**src/rtl/serial_tx_if.sv**
```systemverilog
// Word handshake into the serial transmitter: the producer drives din/din_valid,
// the transmitter answers with din_ready.
interface serial_tx_if #(
  parameter int unsigned WIDTH = 8
);
  logic [WIDTH-1:0] din;
  logic             din_valid;
  logic             din_ready;

  modport master (
    output din,
    output din_valid,
    input  din_ready
  );

  modport slave (
    input  din,
    input  din_valid,
    output din_ready
  );
endinterface

```
**src/rtl/serial_tx.sv**
```systemverilog
// Parallel-to-serial frame transmitter: start bit, LSB-first data, optional even
// parity, stop bit, each bit held for DIV clocks. Line idles high.
module serial_tx #(
  parameter int unsigned WIDTH  = 8,
  parameter int unsigned DIV    = 4,
  parameter int unsigned PARITY = 0
) (
  input  logic         clk_i,
  input  logic         rst_i,
  serial_tx_if.slave   in_if,
  output logic         do_o,
  output logic         busy_o
);

  localparam int unsigned CntW = (DIV > 1) ? $clog2(DIV) : 1;
  localparam int unsigned BitW = (WIDTH > 1) ? $clog2(WIDTH) : 1;
  localparam logic [CntW-1:0] DivLast = CntW'(DIV - 1);
  localparam logic [BitW-1:0] BitLast = BitW'(WIDTH - 1);

  typedef enum logic [2:0] {StIdle, StStart, StData, StPar, StStop} state_e;

  state_e           state_q;
  logic [WIDTH-1:0] shift_q;
  logic             par_q;
  logic [CntW-1:0]  div_cnt_q;
  logic [BitW-1:0]  bit_cnt_q;
  logic             do_q;
  logic             busy_q;

  logic             accept;
  logic             bit_end;
  logic [WIDTH-1:0] shift_nxt;

  // Ready is combinational so a new word can be taken the cycle after STOP ends.
  assign in_if.din_ready = (state_q == StIdle) && !rst_i;
  assign accept          = in_if.din_valid && in_if.din_ready;
  assign bit_end         = (div_cnt_q == DivLast);
  assign do_o            = do_q;
  assign busy_o          = busy_q;

  // Shifted word, so the next data bit can be registered onto the line at bit end.
  always_comb begin
    shift_nxt = shift_q >> 1;
  end

  // Frame FSM; the line and busy are registered alongside the state.
  always_ff @(posedge clk_i) begin
    if (rst_i) begin
      state_q   <= StIdle;
      shift_q   <= '0;
      par_q     <= 1'b0;
      div_cnt_q <= '0;
      bit_cnt_q <= '0;
      do_q      <= 1'b1;
      busy_q    <= 1'b0;
    end else begin
      if (state_q != StIdle) begin
        div_cnt_q <= bit_end ? '0 : div_cnt_q + 1'b1;
      end
      unique case (state_q)
        StIdle: begin
          if (accept) begin
            shift_q   <= in_if.din;
            par_q     <= ^in_if.din;
            div_cnt_q <= '0;
            bit_cnt_q <= '0;
            do_q      <= 1'b0;
            busy_q    <= 1'b1;
            state_q   <= StStart;
          end
        end
        StStart: begin
          if (bit_end) begin
            do_q    <= shift_q[0];
            state_q <= StData;
          end
        end
        StData: begin
          if (bit_end) begin
            if (bit_cnt_q != BitLast) begin
              shift_q   <= shift_nxt;
              bit_cnt_q <= bit_cnt_q + 1'b1;
              do_q      <= shift_nxt[0];
            end else if (PARITY != 0) begin
              do_q    <= par_q;
              state_q <= StPar;
            end else begin
              do_q    <= 1'b1;
              state_q <= StStop;
            end
          end
        end
        StPar: begin
          if (bit_end) begin
            do_q    <= 1'b1;
            state_q <= StStop;
          end
        end
        StStop: begin
          if (bit_end) begin
            busy_q  <= 1'b0;
            state_q <= StIdle;
          end
        end
        default: begin
          do_q    <= 1'b1;
          busy_q  <= 1'b0;
          state_q <= StIdle;
        end
      endcase
    end
  end

endmodule

```
**src/flat_wrapper.sv**
```systemverilog
// flat-port wrapper written by rule: the top's interface ports become plain ports
module serial_tx_flat 
#(
  parameter int unsigned WIDTH  = 8,
  parameter int unsigned DIV    = 4,
  parameter int unsigned PARITY = 0
)
  (clk_i, rst_i, do_o, busy_o, in_if_din, in_if_din_valid, in_if_din_ready);
  serial_tx_if #(.WIDTH(WIDTH)) in_if_i ();
  input  logic clk_i;
  input  logic rst_i;
  output logic do_o;
  output logic busy_o;
  input wire logic [$bits(in_if_i.din)-1:0] in_if_din;
  input wire logic [$bits(in_if_i.din_valid)-1:0] in_if_din_valid;
  output wire logic [$bits(in_if_i.din_ready)-1:0] in_if_din_ready;
  assign in_if_i.din = in_if_din;
  assign in_if_i.din_valid = in_if_din_valid;
  assign in_if_din_ready = in_if_i.din_ready;
  serial_tx #(.WIDTH(WIDTH), .DIV(DIV), .PARITY(PARITY)) u_core (.clk_i(clk_i), .rst_i(rst_i), .in_if(in_if_i), .do_o(do_o), .busy_o(busy_o));
endmodule
```
**config.mk**
```make
export PLATFORM = sky130hd
export DESIGN_NAME = serial_tx_flat
export DESIGN_NICKNAME = d
export VERILOG_FILES = /design/src/rtl/serial_tx_if.sv /design/src/rtl/serial_tx.sv /design/src/flat_wrapper.sv
export SDC_FILE = /design/constraint.sdc
export NUM_CORES = 1
export LEC_CHECK = 0
export CORE_AREA = 2 2 47 49
export CTS_BUF_LIST = sky130_fd_sc_hd__clkbuf_2 sky130_fd_sc_hd__clkbuf_4 sky130_fd_sc_hd__clkbuf_8
export CTS_CLUSTER_DIAMETER = 40
export DETAILED_ROUTE_END_ITERATION = 8
export DIE_AREA = 0 0 49 51
export PLACE_DENSITY = 0.75
export SLEW_MARGIN = 10
export SYNTH_ARGS = -nofsm -noshare
export SYNTH_HDL_FRONTEND = slang
export SYNTH_SLANG_ARGS = --single-unit
```
**constraint.sdc**
```tcl
create_clock -name clk_i -period 1.59 [get_ports clk_i]
set_input_delay 0.3975 -clock clk_i [delete_from_list [all_inputs] [get_ports clk_i]]
set_output_delay 0.3975 -clock clk_i [all_outputs]
set_load 0.01 [all_outputs]
```
; ---- After elaboration in Yosys (flattened, before gate mapping)
; Index checks and enable logic that the tools add are counted.
; Widths: inputs -> output; s select.
[classes]
n_mux = 28
n_reduce_logical = 11
eq_ne = 13
add_sub_neg = 2
bitwise_logic = 2
[op_table]
columns = op, n
row1 = $mux 3, 9
row2 = $mux 8, 3
row3 = $pmux 8 s2, 1
row4 = $pmux 3 s5, 1
row5 = $ne 2x1->1 const B, 6
row6 = $mux 2, 4
row7 = $mux 1, 7
row8 = $eq 3x2->1 const B, 2
row9 = $pmux 3 s2, 1
row10 = $reduce_and 6->1, 1
row11 = $pmux 1 s5, 1
row12 = $reduce_and 5->1, 1
row13 = $reduce_and 4->1, 1
row14 = $add 3x1->3 const B, 1
row15 = $eq 3x1->1 const B, 1
row16 = $eq 3x3->1 const B, 1
row17 = $logic_not 3->1, 1
row18 = $ne 3x3->1 const B, 1
row19 = $pmux 1 s3, 1
row20 = $reduce_and 3->1, 1
row21 = $reduce_bool 3->1, 1
row22 = $reduce_or 3->1, 1
row23 = $add 2x1->2 const B, 1
row24 = $eq 2x2->1 const B, 1
row25 = 5 further kinds, 7
[word_totals]
wordCells = 62
inputBits = 11
ff_bits = 18

; ---- Longest topological paths before layout
; Gate-level depths: netlist of run 1.
[depth]
ltp_word = 5
ltp_mapped = 6
depth_no_buf = 5

; ---- Worst setup path after synthesis of run 1
; OpenSTA, ideal clock, no wires.
[synth_path]
path_type = flip-flop to flip-flop
from = register u_core.bit_cnt_q[0]
to = register u_core.shift_q[0]
t_arrival_ns = 1.477
path_buffers = 1
required_time_ns = 1.510
period_less_slack_ns = 1.556
path_stages_with_launch = 7
path_slack_ns = 0.034
setup_time_ns = 0.080
cell_sequence = dfxtp_1 ha_1 ha_1 nand3b_1 a21o_1 buf_6 a211oi_2
[synth_via]
elab_chain_cells = 3
[synth_rtl]
columns = item, line_no
row1 = from (decl), serial_tx.sv:26  ; logic [BitW-1:0] bit_cnt_q;
row2 = from (signal assigned), serial_tx.sv:82  ; bit_cnt_q <= bit_cnt_q + 1'b1;
row3 = $ne 3x3->1, serial_tx.sv:80  ; if (bit_cnt_q != BitLast) begin
row4 = $ne 2x1->1 (no line), -
row5 = $reduce_and 4->1 (no line), -
row6 = to (signal assigned), serial_tx.sv:63  ; shift_q <= in_if.din;
row7 = to (signal assigned), serial_tx.sv:81  ; shift_q <= shift_nxt;
row8 = to (decl), serial_tx.sv:23  ; logic [WIDTH-1:0] shift_q;
; No other way between the ends.
; A chain may end at the register's enable or synchronous reset.

; ---- Worst setup path after layout of run 1
[layout_path]
from = register u_core.bit_cnt_q[0]
to = register u_core.shift_q[1]
; The elaborated chain is that of the path after synthesis.

==> results.py, run 1 <==
metrics = {
    "status": {
        "status": "complete, no violations",
    },
    "synthesis": {
        "syn_area_um2": 960.9,
        "synth_edf_count": 0,
        "synth_top_area_cell": "dfxtp_1",
        "ys_seq_area_share_pct": 37.50,
        "synthDistinctLibCells": 28,
        "ys_seq_elements": 18,
        "synth_area_per_cell_um2": 9.805,
        "yosysMostFrequentCell": "dfxtp_1",
        "syn_nets": 112,
        "synth_top_area_share_pct": 37.50,
        "ys.flop_type": "dfxtp_1",
        "synthCells": 98,
        "yosysWarnings": 0,
        "synth_area_leaders": "dfxtp_1 (38%), a211oi_2 (9.1%), o32ai_1 (6.4%)",
        "ys_async_sr_fraction_pct": 0,
    },
    "worst_setup_path": {
        "critical_path_buf_inv_count": 1,
        "cp-start-kind": "register",
        "worstSetupEndpointType": "register",
        "r2r_start": "u_core.bit_cnt_q[0]",
        "rrSetupSlack_ns": 0.04,
        "cp-startpoint": "u_core.bit_cnt_q[0]",
        "crit_arrival_ns": 1.73,
        "r2r_cells": 6,
        "crit_slowest_cell": "dfxtp_2",
        "path_cells": "ha_4 -> ha_4 -> nand3b_1 -> buf_6 -> o32ai_4 -> a211oi_2",
        "worstSetupEndpoint": "u_core.shift_q[1]",
        "path_max_fanout": 6,
        "worstPathRequired_ns": 1.77,
        "timing.rr.end": "u_core.shift_q[1]",
        "crit_cells": 6,
        "crit_family": "flip-flops",
        "path_class": "reg2reg",
        "max_stage_delay_ns": 0.35,
        "crit_top_cell": "ha_4",
    },
    "routing": {
        "vias_per_cell": 5.416,
        "wirelength_um": 2143,
        "ant_nets": 0,
        "routedWlPerCell_um": 14.38,
        "first_iter_violations": 7,
        "firstDrtPassIters": 4,
        "via_count": 807,
        "drc": 0,
    },
    "global_routing": {
        "use_met1_pct": 21.86,
        "track_usage_pct": 18.41,
        "grt_pass1_vias": 785,
        "grtUsageMet2_pct": 32.42,
        "met3_usage_pct": 3.216,
        "grt_max_degree": 22,
        "busiest_layer": "met2",
        "grt_pass1_wl_um": 3532,
        "overflow": 0,
        "antenna_found_initial": 0,
    },
    "place": {
        "port_buffers": 13,
        "gp_congestion": 0.7248,
        "post-dp-hpwl_um": 1369,
    },
    "layout": {
        "final_core_util_pct": 66.59,
        "fin_nets": 136,
        "syn2layout_area_growth_pct": 42.97,
        "drive_gt1_share_pct": 37.19,
        "antenna_cells": 0,
    },
    "power": {
        "vdd_drop_max_uv": 565.1,
        "p_per_area_nw_per_um2": 711.1,
        "p_leak_nw": 0.4939,
    },
    "floorplan": {
        "core_um2": 2063,
        "dieHeight_um": 51,
        "row_count": 17,
        "ioPinCount": 14,
        "start_util_pct": 46.57,
        "die_width_um": 49,
        "die-area_um2": 2499,
    },
    "clock_tree": {
        "htreeDepth": 1,
        "clock_path_buffers": 2,
        "clk_root_buffer_cell": "clkbuf_4",
        "clock_latency_ns": 0.29,
        "cts_sinks": 18,
        "numCtsBuffers": 3,
        "cts.clk_slew.worst_paths_ns": 0.10,
        "cts_tree": "yes",
    },
    "sta": {
        "fin_crit_ns": 1.550,
        "rsz0062_at_grt": "true",
        "fin_skew_ns": 0.002705,
        "fin_crit_sh_pct": 97.51,
        "drv_slew": 0,
        "worst_slew_pin_slew_ns": 0.2972,
        "max_clock_freq_ghz": 0.6450,
        "setup_viol": 0,
        "whs_ns": 0.4811,
        "finalHoldViolCount": 0,
        "relSlewSlack_pct": 80.03,
    },
    "run": {
        "maxCapViolCount": 0,
    },
    "hold_path": {
        "hp-class": "reg2reg",
    },
}
through the flow:
stage          total power [mW]  setup slack [ns]  instances    TNS [ns]  instance area, um^2
6_report                 0.9769           0.03957        149           0                 1374
5_1_grt                   1.035          -0.04359        149     -0.1610                 1374
4_1_cts                  0.9611        -0.0006123        149  -0.0006123                 1276
3_5_place_dp             0.6681           -0.5256        144      -4.884                 1161
3_3_place_gp             0.6643           -0.5360        144      -4.560                 1161
2_1_floorplan            0.6033           0.03352         98           0                960.9
cells in the final DEF, fill, tap and decap left out, types with 2 or more instances in the layout:
| cell | n |
|---|---|
| a211oi_2 | 7 |
| a21oi_1 | 6 |
| buf_4 | 13 |
| buf_6 | 2 |
| clkbuf_4 | 3 |
| clkdlybuf4s50_1 | 8 |
| dfxtp_1 | 15 |
| dfxtp_2 | 3 |
| dlygate4sd2_1 | 2 |
| dlymetal6s2s_1 | 2 |
| ha_4 | 2 |
| inv_1 | 7 |
| mux2i_1 | 5 |
| nand2b_1 | 5 |
| nand3b_1 | 7 |
| nor2_1 | 4 |
| nor3_1 | 3 |
| o21a_1 | 2 |
| o21ai_0 | 2 |
| o32ai_2 | 2 |
| o32ai_4 | 5 |
| or3b_2 | 2 |
registers in the layout (all words and copies together) (netlist names):
name	cells
u_core.bit_cnt_q	3
u_core.div_cnt_q	2
u_core.shift_q	8
u_core.busy_o	1
u_core.do_o	1
u_core.state_q	3
worst reg2reg max path: stages, from the launching register on:
cell and delay (ns):
dfxtp_2 0.35, ha_4 0.16, ha_4 0.15, nand3b_1 0.25, buf_6 0.21, o32ai_4 0.26
a211oi_2 0.05
cell type report:
type                            count  area, um^2
Clock buffer                        4       36.28
Fill cell                         159       689.4
Inverter                            7       26.28
Multi-Input combinational cell     65       669.4
Sequential cell                    18       364.1
Tap cell                           28       35.03
Timing Repair Buffer               27       242.7
report_power, final:
group | switching (mW) | internal, mW | leakage [nW]
combinational | 0.0948 | 0.110 | 0.324
sequential | 0.0202 | 0.475 | 0.149
clock | 0.138 | 0.139 | 0.0210
total | 0.253 | 0.724 | 0.494
layer usage:
layer / wire, um / vias up
met5: 0 / -
met2: 1106 / 16
met4: 17 / 0
met3: 54 / 2
met1: 964 / 383
li1: - / 406
cell families after synthesis:
logic type / count (synthesis) / share of synthesized area, %
adders and majority gates: 3 / 3.907
AOI/OAI and AO/OA: 28 / 24.22
muxes: 5 / 5.209
buffers and inverters: 15 / 9.245
DFF: 18 / 37.50
and+or+nand+nor: 29 / 19.92
worst min path at each step:
| stage | start | to | slack [ns] | depth (start not counted) |
|---|---|---|---|---|
| 2_1_floorplan | u_core.shift_q[0] | u_core.shift_q[0] | 0.45 | 2 |
| 5_1_grt | u_core.shift_q[0] | u_core.shift_q[0] | 0.52 | 2 |
| 3_3_place_gp | u_core.shift_q[3] | u_core.shift_q[3] | 0.45 | 2 |
| 6_report | u_core.shift_q[0] | u_core.shift_q[0] | 0.48 | 2 |
| 4_1_cts | u_core.shift_q[0] | u_core.shift_q[0] | 0.48 | 2 |
| 3_5_place_dp | u_core.shift_q[4] | u_core.shift_q[4] | 0.46 | 2 |
what timing repair did:
item	4_1_cts	5_1_grt
resized for setup	21	14
setup endpoints to repair	11	13
hold buffers	0	0
buffers inserted	1	0
pin swaps	2	4
(Power assumes the default switching activity.)
==> inputs of run 2 (changes only) <==
==> constraint.sdc (replaced) <==
create_clock -name clk_i -period 1.59 [get_ports clk_i]
set_input_delay 0.159 -clock clk_i [delete_from_list [all_inputs] [get_ports clk_i]]
set_output_delay 0.159 -clock clk_i [all_outputs]
set_load 0.01 [all_outputs]
==> results.py, run 2 (synthesis gave the netlist of run 1 again) <==
metrics = {
    "status": {
        "status": "complete, no violations",
    },
    "power": {
        "power_frac_clock_pct": 28.5,
        "p_leak_nw": 0.4892,
        "power.switching_mw": 0.2538,
        "power_mw": 0.9759,
        "p_comb_share_pct": 20.5,
        "internal-power_mw": 0.7221,
        "p_per_area_nw_per_um2": 726.2,
        "p_sw_share_pct": 26.01,
        "vdd_drop_max_uv": 474.4,
        "seqPwrFrac_pct": 51.1,
    },
    "layout": {
        "antenna_cells": 0,
        "syn2layout_area_growth_pct": 39.84,
        "largest_register_ffs": 8,
        "fin_nets": 137,
        "reg.largest.list": "u_core.shift_q (8), u_core.bit_cnt_q (3), u_core.state_q (3)",
        "mostFrequentLayoutCells": "buf_4 (14), dfxtp_1 (14), clkdlybuf4s50_1 (12)",
        "finalInstanceArea_um2": 1344,
        "largest-register": "u_core.shift_q",
        "drive_gt1_share_pct": 36.07,
        "final_core_util_pct": 65.13,
    },
    "sta": {
        "relSlewSlack_pct": 79.71,
        "max_clock_freq_ghz": 0.6358,
        "finalHoldViolCount": 0,
        "fin_crit_sh_pct": 98.92,
        "rsz0062_at_grt": "true",
        "setup_viol": 0,
        "worst_slew_pin_slew_ns": 0.3020,
        "fin_skew_ns": 0.003054,
        "whs_ns": 0.4567,
        "drv_slew": 0,
        "fin_crit_ns": 1.573,
    },
    "floorplan": {
        "dieHeight_um": 51,
        "start_util_pct": 46.57,
        "die_width_um": 49,
        "ioPinCount": 14,
        "die-area_um2": 2499,
        "row_count": 17,
        "core_um2": 2063,
    },
    "clock_tree": {
        "clk_root_buffer_cell": "clkbuf_4",
        "clock_latency_ns": 0.29,
        "numCtsBuffers": 3,
        "cts_sinks": 18,
        "clock_path_buffers": 2,
        "cts.clk_slew.worst_paths_ns": 0.10,
        "htreeDepth": 1,
        "cts_tree": "yes",
    },
    "place": {
        "place_area_um2": 1169,
        "post-dp-hpwl_um": 1514,
        "gp_congestion": 0.7607,
        "port_buffers": 13,
    },
    "routing": {
        "routedWlPerCell_um": 15.35,
        "vias_per_cell": 5.480,
        "first_iter_violations": 9,
        "drc": 0,
        "wirelength_um": 2303,
        "via_count": 822,
        "ant_nets": 0,
        "firstDrtPassIters": 3,
    },
    "global_routing": {
        "antenna_found_initial": 0,
        "grt_pass1_wl_um": 3801,
        "track_usage_pct": 19.72,
        "grt_max_degree": 11,
        "grt_pass1_vias": 892,
        "overflow": 0,
    },
    "worst_setup_path": {
        "crit_arrival_ns": 1.75,
        "rrSetupSlack_ns": 0.02,
        "path_cells": "ha_1 -> ha_2 -> nand3b_1 -> buf_6 -> o32ai_2 -> a211oi_2",
        "path_class": "reg2reg",
        "worstSetupEndpointType": "register",
        "cp-start-kind": "register",
        "worstPathRequired_ns": 1.77,
        "path_max_fanout": 7,
        "max_stage_delay_ns": 0.34,
        "crit_slowest_cell": "dfxtp_2",
    },
    "run": {
        "maxCapViolCount": 0,
    },
    "hold_path": {
        "hp-class": "in2reg",
    },
}
## run 2: power groups by stage
stage | Sequential [mW] | Clock, mW | Combinational (mW)
finish | 0.498 | 0.278 | 0.200
global route | 0.500 | 0.306 | 0.215
CTS | 0.493 | 0.284 | 0.176
detailed placement | 0.501 | 0 | 0.167
global placement | 0.500 | 0 | 0.163
floorplan | 0.498 | 0 | 0.105
## run 2: through the flow
| stage | std cells | worst slack, ns | setup TNS (ns) |
|---|---|---|---|
| floorplan | 98 | 0.03352 | 0 |
| finish | 150 | 0.01715 | 0 |
| global placement | 145 | -0.1727 | -1.106 |
| detailed placement | 145 | -0.1646 | -1.346 |
| CTS | 149 | 0.0003688 | 0 |
| global route | 150 | -0.03635 | -0.1182 |
## run 2: critical path, delay by kind of cell (launching register included)
family	cells	cell delay (ns)
AOI/OAI and AO/OA	2	0.32
adders and majority gates	2	0.37
buffers and inverters	1	0.20
DFF	1	0.34
and+or+nand+nor	1	0.23
## run 2: final timing paths
path	cells after the start	endpoint	startpoint
max	6	u_core.shift_q[2]	u_core.bit_cnt_q[0]
min	3	u_core.shift_q[7]	in_if_din[7]
max reg2reg	6	u_core.shift_q[2]	u_core.bit_cnt_q[0]
min reg2reg	2	u_core.bit_cnt_q[1]	u_core.bit_cnt_q[1]
## run 2: repair_timing
action                     in CTS  in global routing
pin swaps                       0                  1
buffers inserted                0                  1
setup endpoints to repair       9                  7
hold buffers                    0                  0
gates cloned                    0                  0
resized for setup              10                 14
## run 2: final cells by class
type | instances | area, um^2
Fill cell | 168 | 719.4
Multi-Input combinational cell | 65 | 635.6
Sequential cell | 18 | 365.4
Timing Repair Buffer | 28 | 245.2
Clock buffer | 4 | 36.28
Tap cell | 28 | 35.03
Inverter | 7 | 26.28
## run 2: metal layers
layer	GRT usage (%)	vias to the layer above	share of wire, %
li1	-	412	-
met1	20.91	396	43
met2	38.13	12	53
met3	3.509	2	3.2
met4	8.571	0	0.74
met5	0	-	0
